## config.mk

```make
export PLATFORM = sky130hd
export DESIGN_NAME = regfile_write_arbiter
export DESIGN_NICKNAME = d
export VERILOG_FILES = /design/src/rtl/regfile_write_arbiter.sv
export SDC_FILE = /design/constraint.sdc
export NUM_CORES = 1
export LEC_CHECK = 0
export BUFFER_PORTS_ARGS = -buffer_cell sky130_fd_sc_hd__clkbuf_2
export CAP_MARGIN = 25
export CORE_MARGIN = 4
export CORE_UTILIZATION = 47
export CTS_CLUSTER_DIAMETER = 50
export DETAILED_ROUTE_END_ITERATION = 6
export PLACE_DENSITY = 0.85
export SETUP_SLACK_MARGIN = 0.5
export SKIP_LAST_GASP = 1
export SLEW_MARGIN = 20
export SYNTH_ARGS = -nofsm -noshare
export SYNTH_HDL_FRONTEND = slang
export SYNTH_SLANG_ARGS = --single-unit
```

## constraint.sdc

```tcl
create_clock -name clk -period 2.1 [get_ports clk]
set_input_delay 0.315 -clock clk [delete_from_list [all_inputs] [get_ports clk]]
set_output_delay 0.315 -clock clk [all_outputs]
set_load 0.005 [all_outputs]
```

## src/rtl/regfile_write_arbiter.sv

```systemverilog
// -----------------------------------------------------------------------------
// regfile_write_arbiter
//
// Purpose:
//   Shares the single register-file write port between NUM_REQ requesters
//   (ALU writeback, load unit, CSR unit, ...) with round-robin arbitration.
//   The accepted write is captured in an output stage and reaches the
//   register file on the following clock edge. Writes that target x0 are
//   accepted (the requester is released and the pointer advances) but
//   never raise rf_we.
//
// Parameters:
//   NUM_REQ  number of requesters, 2..4
//   XLEN     write data width
//   ADDR_W   register address width
//
// Ports:
//   clk        rising-edge clock
//   rst        asynchronous reset, active-high
//   stall      1 = no grant may be issued this cycle
//   req_valid  per-requester write request
//   req_addr   destination registers, requester i at [i*ADDR_W +: ADDR_W]
//   req_data   write data, requester i at [i*XLEN +: XLEN]
//   req_ready  one-hot grant (combinational); handshake is valid & ready
//   rf_we      register-file write enable (registered)
//   rf_waddr   register-file write address (registered)
//   rf_wdata   register-file write data (registered)
//   grant_id   index of the requester whose write is being issued (registered)
//   busy       some requester is valid but not granted (combinational)
// -----------------------------------------------------------------------------
module regfile_write_arbiter #(
   parameter int NUM_REQ = 2,
   parameter int XLEN    = 32,
   parameter int ADDR_W  = 5
) (
   input  logic                      clk,
   input  logic                      rst,
   input  logic                      stall,
   input  logic [NUM_REQ-1:0]        req_valid,
   input  logic [NUM_REQ*ADDR_W-1:0] req_addr,
   input  logic [NUM_REQ*XLEN-1:0]   req_data,
   output logic [NUM_REQ-1:0]        req_ready,
   output logic                      rf_we,
   output logic [ADDR_W-1:0]         rf_waddr,
   output logic [XLEN-1:0]           rf_wdata,
   output logic [1:0]                grant_id,
   output logic                      busy
);

   // rr_ptr names the requester that currently has the highest priority.
   logic [1:0]        rr_ptr;
   logic [1:0]        next_ptr;
   logic [1:0]        win_id;
   logic              win_found;
   logic              grant;
   logic [ADDR_W-1:0] win_addr;
   logic [XLEN-1:0]   win_data;

   // Round-robin search: visit rr_ptr, rr_ptr+1, ... (mod NUM_REQ) and keep
   // the first valid requester encountered.
   always_comb begin : search
      int idx;
      // NOTE: every variable written in a combinational block gets a default
      // first, so no path leaves it unassigned and no latch is inferred.
      idx       = 0;
      win_found = 1'b0;
      win_id    = 2'd0;
      for (int k = 0; k < NUM_REQ; k++) begin
         idx = int'(rr_ptr) + k;
         if (idx >= NUM_REQ) idx = idx - NUM_REQ;
         if (!win_found && req_valid[idx]) begin
            win_found = 1'b1;
            win_id    = 2'(idx);
         end
      end
   end

   // A stall only suppresses new grants; the search result is unaffected.
   assign grant = win_found && !stall;

   // Pointer moves to the requester just after the winner.
   assign next_ptr = (win_id == 2'(NUM_REQ - 1)) ? 2'd0 : win_id + 2'd1;

   // One-hot ready plus the winner's address/data, built per requester so the
   // index never exceeds the vector range for any NUM_REQ.
   always_comb begin
      req_ready = '0;
      win_addr  = '0;
      win_data  = '0;
      for (int i = 0; i < NUM_REQ; i++) begin
         if (win_id == 2'(i)) begin
            req_ready[i] = grant;
            win_addr     = req_addr[i*ADDR_W +: ADDR_W];
            win_data     = req_data[i*XLEN +: XLEN];
         end
      end
   end

   assign busy = |(req_valid & ~req_ready);

   // Output stage. Address, data and id only move on a grant so the register
   // file sees stable values between writes; rf_we is cleared whenever no
   // grant occurred, and a grant to x0 updates the stage without writing.
   always_ff @(posedge clk or posedge rst) begin
      if (rst) begin
         rr_ptr   <= 2'd0;
         rf_we    <= 1'b0;
         rf_waddr <= '0;
         rf_wdata <= '0;
         grant_id <= 2'd0;
      end else begin
         // NOTE: sequential state uses non-blocking assignments so every
         // register samples the pre-edge values regardless of statement order.
         rf_we <= grant && (win_addr != '0);
         if (grant) begin
            rf_waddr <= win_addr;
            rf_wdata <= win_data;
            grant_id <= win_id;
            rr_ptr   <= next_ptr;
         end
      end
   end

endmodule

```

# == Word-level counts from Yosys, hierarchy flattened ==
# Cells that the tools add are included.
# word_totals
register_bits,42
inputBits,79
out_inout_bits,43
word_cells,43
# op_classes
addsub,4
order_cmp,4
n_eq_ne,1
n_mux,19
bitwise_logic,2
n_reduce_logical,8
# ops
cell,n
2-to-1 mux 32 bit,4
less-than comparator 32 x 3 -> 1 bit (second input constant),2
2-to-1 mux 1 bit,10
2-to-1 mux 5 bit,2
2-to-1 mux 2 bit,3
nonzero test 5 bit,1
subtractor 3 x 2 -> 4 bit (second input constant),1
adder 2 x 1 -> 3 bit (second input constant),1
greater-or-equal comparator 3 x 2 -> 1 bit (second input constant),1
logical AND 1 bit,3
subtractor 2 x 2 -> 3 bit (second input constant),1
adder 2 x 1 -> 2 bit (second input constant),1
AND 2 bit,1
equality test 2 x 1 -> 1 bit (second input constant),1
greater-or-equal comparator 2 bit (second input constant),1
logical NOT 1 bit,2
logical NOT 2 bit,1
NOT 2 bit,1
OR reduction 2 bit,1

# == Logic depth before layout (Yosys ltp) ==
# depth
ltp_word,14
ltp_mapped,7
depth_no_buf,5

# == Worst setup path before layout ==
# Ideal clock, no wire load.
# synth_path
kind,reg-to-output
startpoint,register rr_ptr[0]
endpoint,output port busy
t_arrival_ns,1.169
required_ns,1.785
path_slack_ns,0.616
path_stages_with_launch,7
n_path_buf,2
cell_sequence,dfrtp_1 > inv_2 > a21oi_4 > and2b_1 > buf_6 > buf_12 > o22ai_1
# synth_via
elab_chain_cells,14
word_cells_on_any_way,27
classes_between,add/sub: 3; order compare: 2; eq/ne: 1; mux: 14; bitwise: 2; reduce/logical: 5
# synth_lines
item,line_no,text
start: declaration,51,logic [1:0] rr_ptr;
start signal: assignment,119,rr_ptr <= next_ptr;
branches (longest 10 deep; another with subtractor 3 x 2 -> 4 bit),-,
2-to-1 mux 1 bit (*),91,if (win_id == 2'(i)) begin
via req_ready[1],42,"output logic [NUM_REQ-1:0] req_ready,"
NOT 2 bit (*),99,assign busy = |(req_valid & ~req_ready);
AND 2 bit (*),99,
OR reduction 2 bit (*),99,
end: declaration,47,output logic busy
# Mark *: on every way through the listed nets, which the timed path passes. The select of a mux whose other input is x is not followed.

# == Worst setup path after layout ==
# layout_path
startpoint,register rr_ptr[0]
endpoint,output port busy
# layout_via
elab_chain_cells,14
word_cells_on_any_way,27
classes_between,add/sub: 3; order compare: 2; eq/ne: 1; mux: 14; bitwise: 2; reduce/logical: 5
# layout_lines
item,line_no
branches (longest 11 deep; another with subtractor 3 x 2 -> 4 bit),-
NOT 2 bit (*),99
AND 2 bit (*),99
OR reduction 2 bit (*),99
# Mark *: on every way between the ends. The select of a mux whose other input is x is not followed.

==> run metrics <==
nets=~410; Mean Syn Cell Area=10.6 sq um; status=finished clean; Mapped Area=0.00215 sq mm; top-area cell type share of the netlist area=48.8%; CP max FO=4; Remaining DRCs=0; CTS sink cnt=42; average wire per standard cell=approximately 14 microns; kind of end point of the critical path=output pin; crit share post-route=76.4%; Worst Path Required=1.78 ns; Placement Rows=24; highest clock rate=0.623 GHz; Slew @ Worst Pin=0.485 ns; gpl congestion=0.848; Post-DP Area=between 0.002 and 0.003 sq mm; Synth-to-Final Area Change=33.8%; post-route cell area=just under 0.003 sq mm; Clock Pin Slew Worst Setup and Hold Paths=0.07 ns; Worst slew margin=67.7%; CP Data Arrival Time=1.29 ns; DRT Pass-1 Iters=4; DRT Wirelength=5250 microns; initial core utilization=49.1%; GRT Max-Usage Layer=met2; Worst Setup Start Kind=register; sequential share of the synthesized area=48.8%; Netlist cell types=32; cts bufs inserted=5; Die H=75.7 microns; gr usage total=18.5%; top post-synthesis cells by area=dfrtp_1 49%, a22oi_2 16%, nand2_1 13%, buf_12 2.8%, o21ai_0 2.1%; leak pwr=1.55 nW; Die Wd=75.7 microns; initial antenna violation count=0; DRT iter0 DRCs=47; clk buf depth=2; I/O pins=122; worst-skew pair later-pin latency=between 0.2 and 0.3 ns; Die ar.=roughly 0.0057 sq mm; via/cell ratio=5.05; Final Critical Period=1.61 ns; share of layout cells above drive strength 1=between 50% and 60%; WHS=between 0.2 and 0.3 ns; global-route wire length before repair=8180 microns; Post-Route Setup TNS=0 ns; cells after synthesis=204; crit path kind=register to output pin; asr flop ratio synth=100%; hold crit path type=input port to register; Max-cap violations=0; vias in the first global route=about 1900; most frequent cells after synthesis=73 x nand2_1, 42 x dfrtp_1, 28 x a22oi_2, 9 x o21ai_0, 4 x a22oi_1; unrepaired setup endpoints after global routing=yes; CTS root buf=clkbuf_8; vias=1950; Yosys top cell by area=dfrtp_1; most common cell in the netlist=nand2_1; Max IR drop VDD=around 380 uV; core area=about 0.0044 sq mm; Power Dens Cells=676 mW/mm^2; ys flop type=dfrtp_1; clock skew=0.00533 ns; gr ovfl total=0; CTS H-Tree Depth=2; synth warn=0; Final Setup Violations=0; pin count of the biggest net entering global routing=40; global routing met2 resource utilization=34.3%; # port buffers=121; Synth Register Bits=42; Max Transition Viols Final=0; DP Wirelength=4200 microns; synthesized net count=about 280; CTS tree=built; met1 Use GR=21.1%; antenna-violating nets left=0; M3 GR Usage=3.96%; diodes inserted=0; Final Hold Viols=0; EDFF count, synth=0
cell type report:
cell class	instances	area, sq um
Fill cell	373	1500
Tap cell	52	65.1
Multi-Input combinational cell	145	948
Clock buffer	7	76.3
Inverter	4	17.5
Timing Repair Buffer	136	723
Sequential cell	42	1050
where the power goes:
| part | switching (W) | leakage, nW | internal (W) |
|---|---|---|---|
| clock | 0.000233 | 0.0383 | 0.000229 |
| sequential | 0.0000619 | 0.519 | 0.000923 |
| combinational | 0.000254 | 0.994 | 0.000247 |
path summary, 6_finish.rpt:
kind	from	to	slack, ns	depth (start not counted)
setup / recovery	rr_ptr[0]	busy	0.49	5
hold / removal	req_data[52]	rf_wdata[20]	0.26	3
setup reg to reg	rr_ptr[1]	rf_we	0.63	6
hold reg to reg	rf_wdata[25]	rf_wdata[25]	0.47	2
max in group asynchronous	rst	rr_ptr[0]	0.97	4
min in group asynchronous	rst	rf_wdata[21]	0.43	3
critical path: stages (launching register included):
cell     delay (ns)
dfrtp_2        0.42
inv_4          0.08
a21oi_4        0.05
and2b_2        0.23
o22ai_2        0.11
buf_2          0.14
layout by cell type, fill, tap and decap left out, types with 2 or more instances in the layout:
master / count
a22oi_2: 28
nand2_1: 73
clkbuf_8: 5
clkbuf_2: 119
o221ai_1: 3
dfrtp_1: 41
buf_4: 14
o21ai_1: 2
a22oi_1: 4
nor2b_1: 3
nand2b_1: 3
a2bb2oi_1: 2
a21oi_1: 3
clkbuf_1: 2
nor2_1: 2
o21ai_0: 9
metal layers:
layer,up-vias,part of all wire (%)
met5,-,0
met3,6,9.0
li1,963,-
met2,84,52
met1,897,38
met4,0,1.0
kinds of logic after synthesis:
| kind of cell | count (synthesis) | synth area share, % |
|---|---|---|
| and+or+nand+nor | 88 | 17.8 |
| buffers and inverters | 17 | 7.90 |
| AOI/OAI and AO/OA | 57 | 25.5 |
| DFF | 42 | 48.8 |
state kept, by name, summed over array words and instances, names as in the netlist:
| signal | flops |
|---|---|
| grant_id | 2 |
| rr_ptr | 2 |
| rf_waddr | 5 |
| rf_wdata | 32 |
| rf_we | 1 |
metrics by stage:
step | setup slack (ns) | utilization [%] | cells | power, W
5_1_grt | 0.413 | 65.8 | 386 | 0.00208
3_5_place_dp | 0.417 | 62.5 | 372 | 0.00149
3_3_place_gp | 0.500 | 62.5 | 372 | 0.00147
6_report | 0.495 | 65.8 | 386 | 0.00195
4_1_cts | 0.481 | 65.6 | 385 | 0.00198
2_1_floorplan | 0.616 | - | 204 | 0.00125
timing repair:
| action | 4_1_cts | 5_1_grt |
|---|---|---|
| setup endpoints to repair | 3 | 4 |
| gates resized for setup | 4 | 1 |
| buffers inserted | 5 | 1 |
| hold buffers | 1 | 0 |
| hold endpoints to repair | 3 | 0 |
| pin swaps | 3 | 2 |
Note: power is estimated with default switching activity, not from simulation.
